`src/rtl/muldiv_controller_if.sv`:
```
// Bus bundle between the EX-stage pipeline and the multiply/divide controller.
// The pipeline drives the "master" side; the controller is the "slave" side.
interface muldiv_controller_if;
   logic        start_i;
   logic [1:0]  op_i;
   logic [31:0] rs_data_i;
   logic [31:0] rt_data_i;
   logic        flush_i;
   logic        ID_mfhilo_i;
   logic        ID_muldiv_i;
   logic [31:0] hi_o;
   logic [31:0] lo_o;
   logic        busy_o;
   logic        stall_o;
   logic        done_o;

   modport master (
      output start_i, op_i, rs_data_i, rt_data_i, flush_i, ID_mfhilo_i, ID_muldiv_i,
      input  hi_o, lo_o, busy_o, stall_o, done_o
   );

   modport slave (
      input  start_i, op_i, rs_data_i, rt_data_i, flush_i, ID_mfhilo_i, ID_muldiv_i,
      output hi_o, lo_o, busy_o, stall_o, done_o
   );
endinterface

```
`src/rtl/muldiv_controller.sv`:
```
// Iterative 32-cycle MIPS multiply/divide unit with HI/LO registers and pipeline stall.
// Define MULDIV_DIV_EN to build the restoring divider; without it DIV/DIVU are no-ops.
module muldiv_controller (
   input  logic               clk,
   input  logic               reset,
   muldiv_controller_if.slave bus
);

   typedef enum logic [1:0] {
      IDLE = 2'd0,
      RUN  = 2'd1,
      FIX  = 2'd2
   } state_t;

   state_t      state_reg;
   state_t      state_next;
   logic [4:0]  count_reg;

   logic        busy;
   logic        accept;
   logic        stall;
   logic        op_ok;
   logic        signed_op;
   logic [31:0] rs_mag;
   logic [31:0] rt_mag;

   logic [63:0] acc_reg;
   logic [63:0] acc_step;
   logic [63:0] product;
   logic [32:0] mul_sum;
   logic [31:0] a_reg;
   logic        neg_q_reg;
   logic [31:0] hi_reg;
   logic [31:0] lo_reg;
   logic        done_reg;

`ifdef MULDIV_DIV_EN
   logic        div_reg;
   logic        neg_r_reg;
   logic        div_zero_reg;
   logic [31:0] b_reg;
   logic [31:0] rs_orig_reg;
   logic [32:0] div_diff;
   logic [31:0] quot;
   logic [31:0] rem;

   assign op_ok = 1'b1;
`else
   // Divide ops are swallowed in IDLE: never start the engine for them.
   assign op_ok = ~bus.op_i[1];
`endif

   assign signed_op = ~bus.op_i[0];
   assign rs_mag    = (signed_op && bus.rs_data_i[31]) ? (32'd0 - bus.rs_data_i) : bus.rs_data_i;
   assign rt_mag    = (signed_op && bus.rt_data_i[31]) ? (32'd0 - bus.rt_data_i) : bus.rt_data_i;

   // State register and iteration counter
   always_ff @(posedge clk) begin
      if (reset) begin
         state_reg <= IDLE;
         count_reg <= 5'd0;
      end else begin
         state_reg <= state_next;
         count_reg <= (state_reg == RUN) ? (count_reg + 5'd1) : 5'd0;
      end
   end

   // Next-state logic
   always_comb begin
      state_next = state_reg;
      case (state_reg)
         IDLE:    if (accept) state_next = RUN;
         RUN:     if (count_reg == 5'd31) state_next = FIX;
         FIX:     state_next = IDLE;
         default: state_next = IDLE;
      endcase
   end

   // Output logic
   always_comb begin
      busy   = (state_reg != IDLE);
      accept = (state_reg == IDLE) && bus.start_i && !bus.flush_i && !reset && op_ok;
      stall  = (busy || accept) && (bus.ID_mfhilo_i || bus.ID_muldiv_i);
   end

   // One radix-2 step of the selected algorithm on the accumulator
   always_comb begin
      mul_sum  = {1'b0, acc_reg[63:32]} + {1'b0, a_reg};
      acc_step = acc_reg[0] ? {mul_sum, acc_reg[31:1]} : {1'b0, acc_reg[63:1]};
`ifdef MULDIV_DIV_EN
      // Partial remainder is 33 bits wide so the shifted-in MSB is never lost.
      div_diff = acc_reg[63:31] - {1'b0, b_reg};
      if (div_reg) begin
         acc_step = div_diff[32] ? {acc_reg[62:0], 1'b0}
                                 : {div_diff[31:0], acc_reg[30:0], 1'b1};
      end
`endif
   end

   // Sign correction applied on the way out of FIX
   always_comb begin
      product = neg_q_reg ? (64'd0 - acc_reg) : acc_reg;
`ifdef MULDIV_DIV_EN
      quot = neg_q_reg ? (32'd0 - acc_reg[31:0])  : acc_reg[31:0];
      rem  = neg_r_reg ? (32'd0 - acc_reg[63:32]) : acc_reg[63:32];
`endif
   end

   always_ff @(posedge clk) begin
      if (reset) begin
         acc_reg   <= 64'd0;
         a_reg     <= 32'd0;
         neg_q_reg <= 1'b0;
         hi_reg    <= 32'd0;
         lo_reg    <= 32'd0;
         done_reg  <= 1'b0;
`ifdef MULDIV_DIV_EN
         div_reg      <= 1'b0;
         neg_r_reg    <= 1'b0;
         div_zero_reg <= 1'b0;
         b_reg        <= 32'd0;
         rs_orig_reg  <= 32'd0;
`endif
      end else begin
         done_reg <= 1'b0;
         if (accept) begin
            a_reg     <= rs_mag;
            neg_q_reg <= signed_op && (bus.rs_data_i[31] ^ bus.rt_data_i[31]);
            acc_reg   <= {32'd0, rt_mag};
`ifdef MULDIV_DIV_EN
            div_reg      <= bus.op_i[1];
            neg_r_reg    <= signed_op && bus.rs_data_i[31];
            div_zero_reg <= (bus.rt_data_i == 32'd0);
            b_reg        <= rt_mag;
            rs_orig_reg  <= bus.rs_data_i;
            if (bus.op_i[1]) acc_reg <= {32'd0, rs_mag};
`endif
         end
         if (state_reg == RUN) acc_reg <= acc_step;
         if (state_reg == FIX) begin
            done_reg <= 1'b1;
            hi_reg   <= product[63:32];
            lo_reg   <= product[31:0];
`ifdef MULDIV_DIV_EN
            if (div_reg) begin
               hi_reg <= div_zero_reg ? rs_orig_reg : rem;
               lo_reg <= div_zero_reg ? 32'hFFFF_FFFF : quot;
            end
`endif
         end
      end
   end

   assign bus.hi_o    = hi_reg;
   assign bus.lo_o    = lo_reg;
   assign bus.busy_o  = busy;
   assign bus.stall_o = stall;
   assign bus.done_o  = done_reg;

endmodule

```
`src/flat_wrapper.sv`:
```
// flat-port wrapper written by rule: the top's interface ports become plain ports
module muldiv_controller_flat 
  (clk, reset, bus_start_i, bus_op_i, bus_rs_data_i, bus_rt_data_i, bus_flush_i, bus_ID_mfhilo_i, bus_ID_muldiv_i, bus_hi_o, bus_lo_o, bus_busy_o, bus_stall_o, bus_done_o);
  muldiv_controller_if bus_i ();
  input  logic clk;
  input  logic reset;
  input wire logic [$bits(bus_i.start_i)-1:0] bus_start_i;
  input wire logic [$bits(bus_i.op_i)-1:0] bus_op_i;
  input wire logic [$bits(bus_i.rs_data_i)-1:0] bus_rs_data_i;
  input wire logic [$bits(bus_i.rt_data_i)-1:0] bus_rt_data_i;
  input wire logic [$bits(bus_i.flush_i)-1:0] bus_flush_i;
  input wire logic [$bits(bus_i.ID_mfhilo_i)-1:0] bus_ID_mfhilo_i;
  input wire logic [$bits(bus_i.ID_muldiv_i)-1:0] bus_ID_muldiv_i;
  output wire logic [$bits(bus_i.hi_o)-1:0] bus_hi_o;
  output wire logic [$bits(bus_i.lo_o)-1:0] bus_lo_o;
  output wire logic [$bits(bus_i.busy_o)-1:0] bus_busy_o;
  output wire logic [$bits(bus_i.stall_o)-1:0] bus_stall_o;
  output wire logic [$bits(bus_i.done_o)-1:0] bus_done_o;
  assign bus_i.start_i = bus_start_i;
  assign bus_i.op_i = bus_op_i;
  assign bus_i.rs_data_i = bus_rs_data_i;
  assign bus_i.rt_data_i = bus_rt_data_i;
  assign bus_i.flush_i = bus_flush_i;
  assign bus_i.ID_mfhilo_i = bus_ID_mfhilo_i;
  assign bus_i.ID_muldiv_i = bus_ID_muldiv_i;
  assign bus_hi_o = bus_i.hi_o;
  assign bus_lo_o = bus_i.lo_o;
  assign bus_busy_o = bus_i.busy_o;
  assign bus_stall_o = bus_i.stall_o;
  assign bus_done_o = bus_i.done_o;
  muldiv_controller u_core (.clk(clk), .reset(reset), .bus(bus_i));
endmodule
```
`config.mk`:
```
export PLATFORM = sky130hd
export DESIGN_NAME = muldiv_controller_flat
export DESIGN_NICKNAME = d
export VERILOG_FILES = /design/src/rtl/muldiv_controller_if.sv /design/src/rtl/muldiv_controller.sv /design/src/flat_wrapper.sv
export SDC_FILE = /design/constraint.sdc
export NUM_CORES = 1
export LEC_CHECK = 0
export BUFFER_PORTS_ARGS = -buffer_cell sky130_fd_sc_hd__buf_4
export CAP_MARGIN = 5
export CORE_ASPECT_RATIO = 1.25
export CORE_MARGIN = 8
export CORE_UTILIZATION = 59
export DETAILED_ROUTE_END_ITERATION = 8
export PLACE_DENSITY = 0.81
export SLEW_MARGIN = 15
export SYNTH_ARGS = -nofsm -noshare
export SYNTH_HDL_FRONTEND = slang
export SYNTH_SLANG_ARGS = --single-unit
```
`constraint.sdc`:
```
create_clock -name clk -period 3.95 [get_ports clk]
set_clock_uncertainty 0.2 [all_clocks]
set_input_delay 0.9875 -clock clk [delete_from_list [all_inputs] [get_ports clk]]
set_output_delay 0.9875 -clock clk [all_outputs]
set_load 0.03 [all_outputs]
```
==> impl_summary.txt <==
----------------------------------------------------
[Status]
  Run status ... finished clean

[Yosys]
  Synth Register Bits ... 169
  Share of the synthesized area in the top cell type ... 32.1%
  Syn_area_per_cell ... ~7.9 µm²
  Post-synth top flop ... dfxtp_1
  Largest area contributor in the synthesized netlist ... dfxtp_1
  Summed instance area of the synthesized netlist ... 0.0105 mm²
  Proportion of synthesized chip area in sequential cells ... between 30% and 40%
  Library cell with the highest instance count after synthesis ... dfxtp_1
  Leading post-synthesis cells by cell area ... dfxtp_1, xor2_1, o21ai_0
  Total of warnings raised by yosys ... 0
  Number of flops mapped to enable cells by yosys ... 0
  Post-Syn Nets ... roughly 1,400
  Commonest cells in the netlist ... dfxtp_1, nand2_1, nor2_1
  Proportion of register bits with asynchronous set or reset after synthesis ... 0%
  Cells after Synth ... ~1,300
  Number of different library cells in the post-synthesis netlist ... 70

[Placed design]
  Placed inst area ... 0.0117 mm²
  Number of buffer cells added on primary ports ... 138
  Cell Count Post-Placement ... between 1,500 and 2,000
  Gpl congestion ... around 0.93
  Dpl ws ... ~0.15 ns
  Detailed placement HPWL ... about 23,000 µm

[Clocking]
  Clock Sink Count ... between 150 and 200
  Worst-case clock buffer depth ... 2
  Clk slew on worst S/H paths ... ~0.070 ns
  Clock insertion delay at the later pin of the skew report ... around 0.43 ns
  Clock root buffer ... clkbuf_16
  Post-CTS Resized ... 0
  Number of hold buffers added after CTS ... 0
  Number of buffers created by CTS ... 17
  Buffers inserted during post-CTS setup optimization ... 0
  H-tree levels ... 4
  TritonCTS clock tree ... done

[Drt]
  Top layer used by detailed routing ... met4
  Drt via density ... roughly 6.2
  Length of routed wiring on met1 ... 12,000 µm
  First-pass iteration count of the detailed router ... 6
  DR DRC count ... 0
  Routed wl met3 ... 1600 µm
  Initial DRC Count ... between 900 and 1,000
  Routed length on met2 ... 15,700 µm
  Vias after detailed routing ... roughly 10,000
  Detailed-route wire length ... a little over 30,000 µm
  Number of antenna-violating nets in the routed design ... 0
  Wirelength per Cell ... around 18 µm

[Worst setup path]
  Source of the worst register-to-register timing path ... u_core.acc_reg[33]$_SDFFE_PP0P_
  Path type of the worst setup path ... reg2reg
  Delay of the slowest cell on the worst path ... 0.50 ns
  Data required, critical path ... around 4.1 ns
  Cells traversed along the worst timing path ... inv_1, fa_1, nor2b_1, o2111ai_1, a31oi_1, o21ai_0, a41oi_1, nand4_1, a211oi_1
  Data arrival at the endpoint of the critical path ... 3.54 ns
  Crit path max-delay cell type ... dfxtp_1
  Kind of capture point of the worst setup path ... register
  Max FO, Critical Path ... 7
  Worst setup path startpoint ... u_core.acc_reg[33]$_SDFFE_PP0P_
  Launching element type of the critical path ... register

[Layout]
  Final #Nets ... about 1,500
  Synthesis-to-layout area growth ... 16.6%
  Fill cells ... approximately 1,500
  Footprint of the multi-input gates ... between 0.006 and 0.007 mm²
  Count of placed standard cells in the final layout, fillers left out ... about 1,700
  Final non-filler cell area ... ~0.012 mm²
  Share of post-route cells with drive strength above 1 ... 14.8%
  FF/Latch Area ... ~0.0034 mm²
  Flip-flop count of the largest register after layout ... 64
  Final core utilization ... 70.2%

[Global routing]
  Via count of the first global-routing pass ... about 9,900
  GR Util All Layers ... roughly a quarter
  Maximum number of pins on one net before global-route repair ... 73
  Initial antenna violation count ... 1
  First-pass GRT wire length ... ~49,000 µm
  Remaining Overflow, GRT ... 0

[Timing]
  Worst Max-Slew Pin Slew ... about 0.81 ns
  Final number of hold-violating endpoints ... 0
  Period Utilization, post-route ... a little under nine tenths
  Worst-case headroom to the max-slew limit ... a little under half
  Highest clock frequency the design can meet ... ~0.3 GHz
  Total count of max-transition violations in the final report ... 0
  Post-Route Setup TNS ... 0 ns
  Unrepaired setup endpoints after global routing ... no
  Post-route worst hold slack ... approximately 0.25 ns
  Final worst path period need ... ~3.4 ns
  Setup violators final ... 0
  Minimum setup slack in the final design ... around 0.56 ns

[Floorplan]
  Std-Cell Core Area ... roughly 0.017 mm²
  Vert. Die Dim ... about 170 µm
  Number of top-level design ports ... 139
  Die area ... 0.0224 mm²
  Starting density of the core ... between 60% and 70%
  Die Width ... approximately 140 µm
  Number of cell rows ... 54

[Power and ir drop]
  Total power draw ... ~3.9 mW
  Power density cells ... ~320 mW/mm²
  Leakage power total ... 4.79 nW
  Worst IR drop on VDD ... about 0.32 mV

[Hold path]
  Worst min-delay path startpoint ... u_core.count_reg[0]$_SDFF_PP0_
  Worst hold path class ... reg2reg

[Job]
  Maximum capacitance violations ... 0

----------------------------------------------------
[cell families (layout without fill, tap and decap cells)]
kind of cell | count (synthesis) | after routing | synth area share (%)
simple gates | 448 | 448 | 21.0
compound gates | 424 | 424 | 26.0
fa+ha+maj | 38 | 38 | 4.59
buf+inv | 106 | 212 | 3.78
xor+xnor | 142 | 142 | 11.8
mux | 7 | 7 | 0.701
flops | 169 | 169 | 32.1
other cells | 0 | 1 | 0
[worst max-delay path, delay by kind of cell (launching register included)]
| family | cells | cell delay (ns) |
|---|---|---|
| adders and majority gates | 1 | 0.44 |
| AOI/OAI and AO/OA | 5 | 1.58 |
| DFF | 1 | 0.50 |
| and+or+nand+nor | 2 | 0.41 |
| buffers and inverters | 1 | 0.18 |
[layer usage]
metal  up-vias  GRT usage [%]
li1       5080              -
met1      4789           30.7
met2       347           48.1
met3        64           3.42
met4         0           12.3
met5         -              0
[worst paths after layout]
path / end / slack (ns) / depth (start not counted)
max: u_core.acc_reg[63]$_SDFFE_PP0P_ / 0.56 / 9
max reg2reg: u_core.acc_reg[63]$_SDFFE_PP0P_ / 0.56 / 9
min: u_core.count_reg[0]$_SDFF_PP0_ / 0.25 / 1
min reg2reg: u_core.count_reg[0]$_SDFF_PP0_ / 0.25 / 1
[report_power, final]
group | total (mW) | internal, mW | switching (mW)
sequential | 1.77 | 1.73 | 0.0368
combinational | 0.512 | 0.198 | 0.314
clock | 1.62 | 0.905 | 0.719
total | 3.90 | 2.83 | 1.07
[layout by cell type (no fill, tap or decap), drive strengths merged, types with 33 or more instances in the layout]
master	n
dfxtp	169
nand2	137
ha	37
nand3b	33
a22oi	46
o21ai	107
a21oi	94
xnor2	58
nor2	124
o31ai	34
xor2	84
a211oi	35
buf	158
[cell type report]
cell class | instances | area share [%]
Multi-Input combinational cell | 1059 | 55.1
Sequential cell | 169 | 27.6
Timing Repair Buffer | 158 | 9.66
Clock buffer | 19 | 3.69
Tap cell | 224 | 2.28
Clock inverter | 13 | 0.978
Inverter | 22 | 0.672
Antenna cell | 1 | 0.0204
No activity file was read; power rests on OpenSTA's default activity.
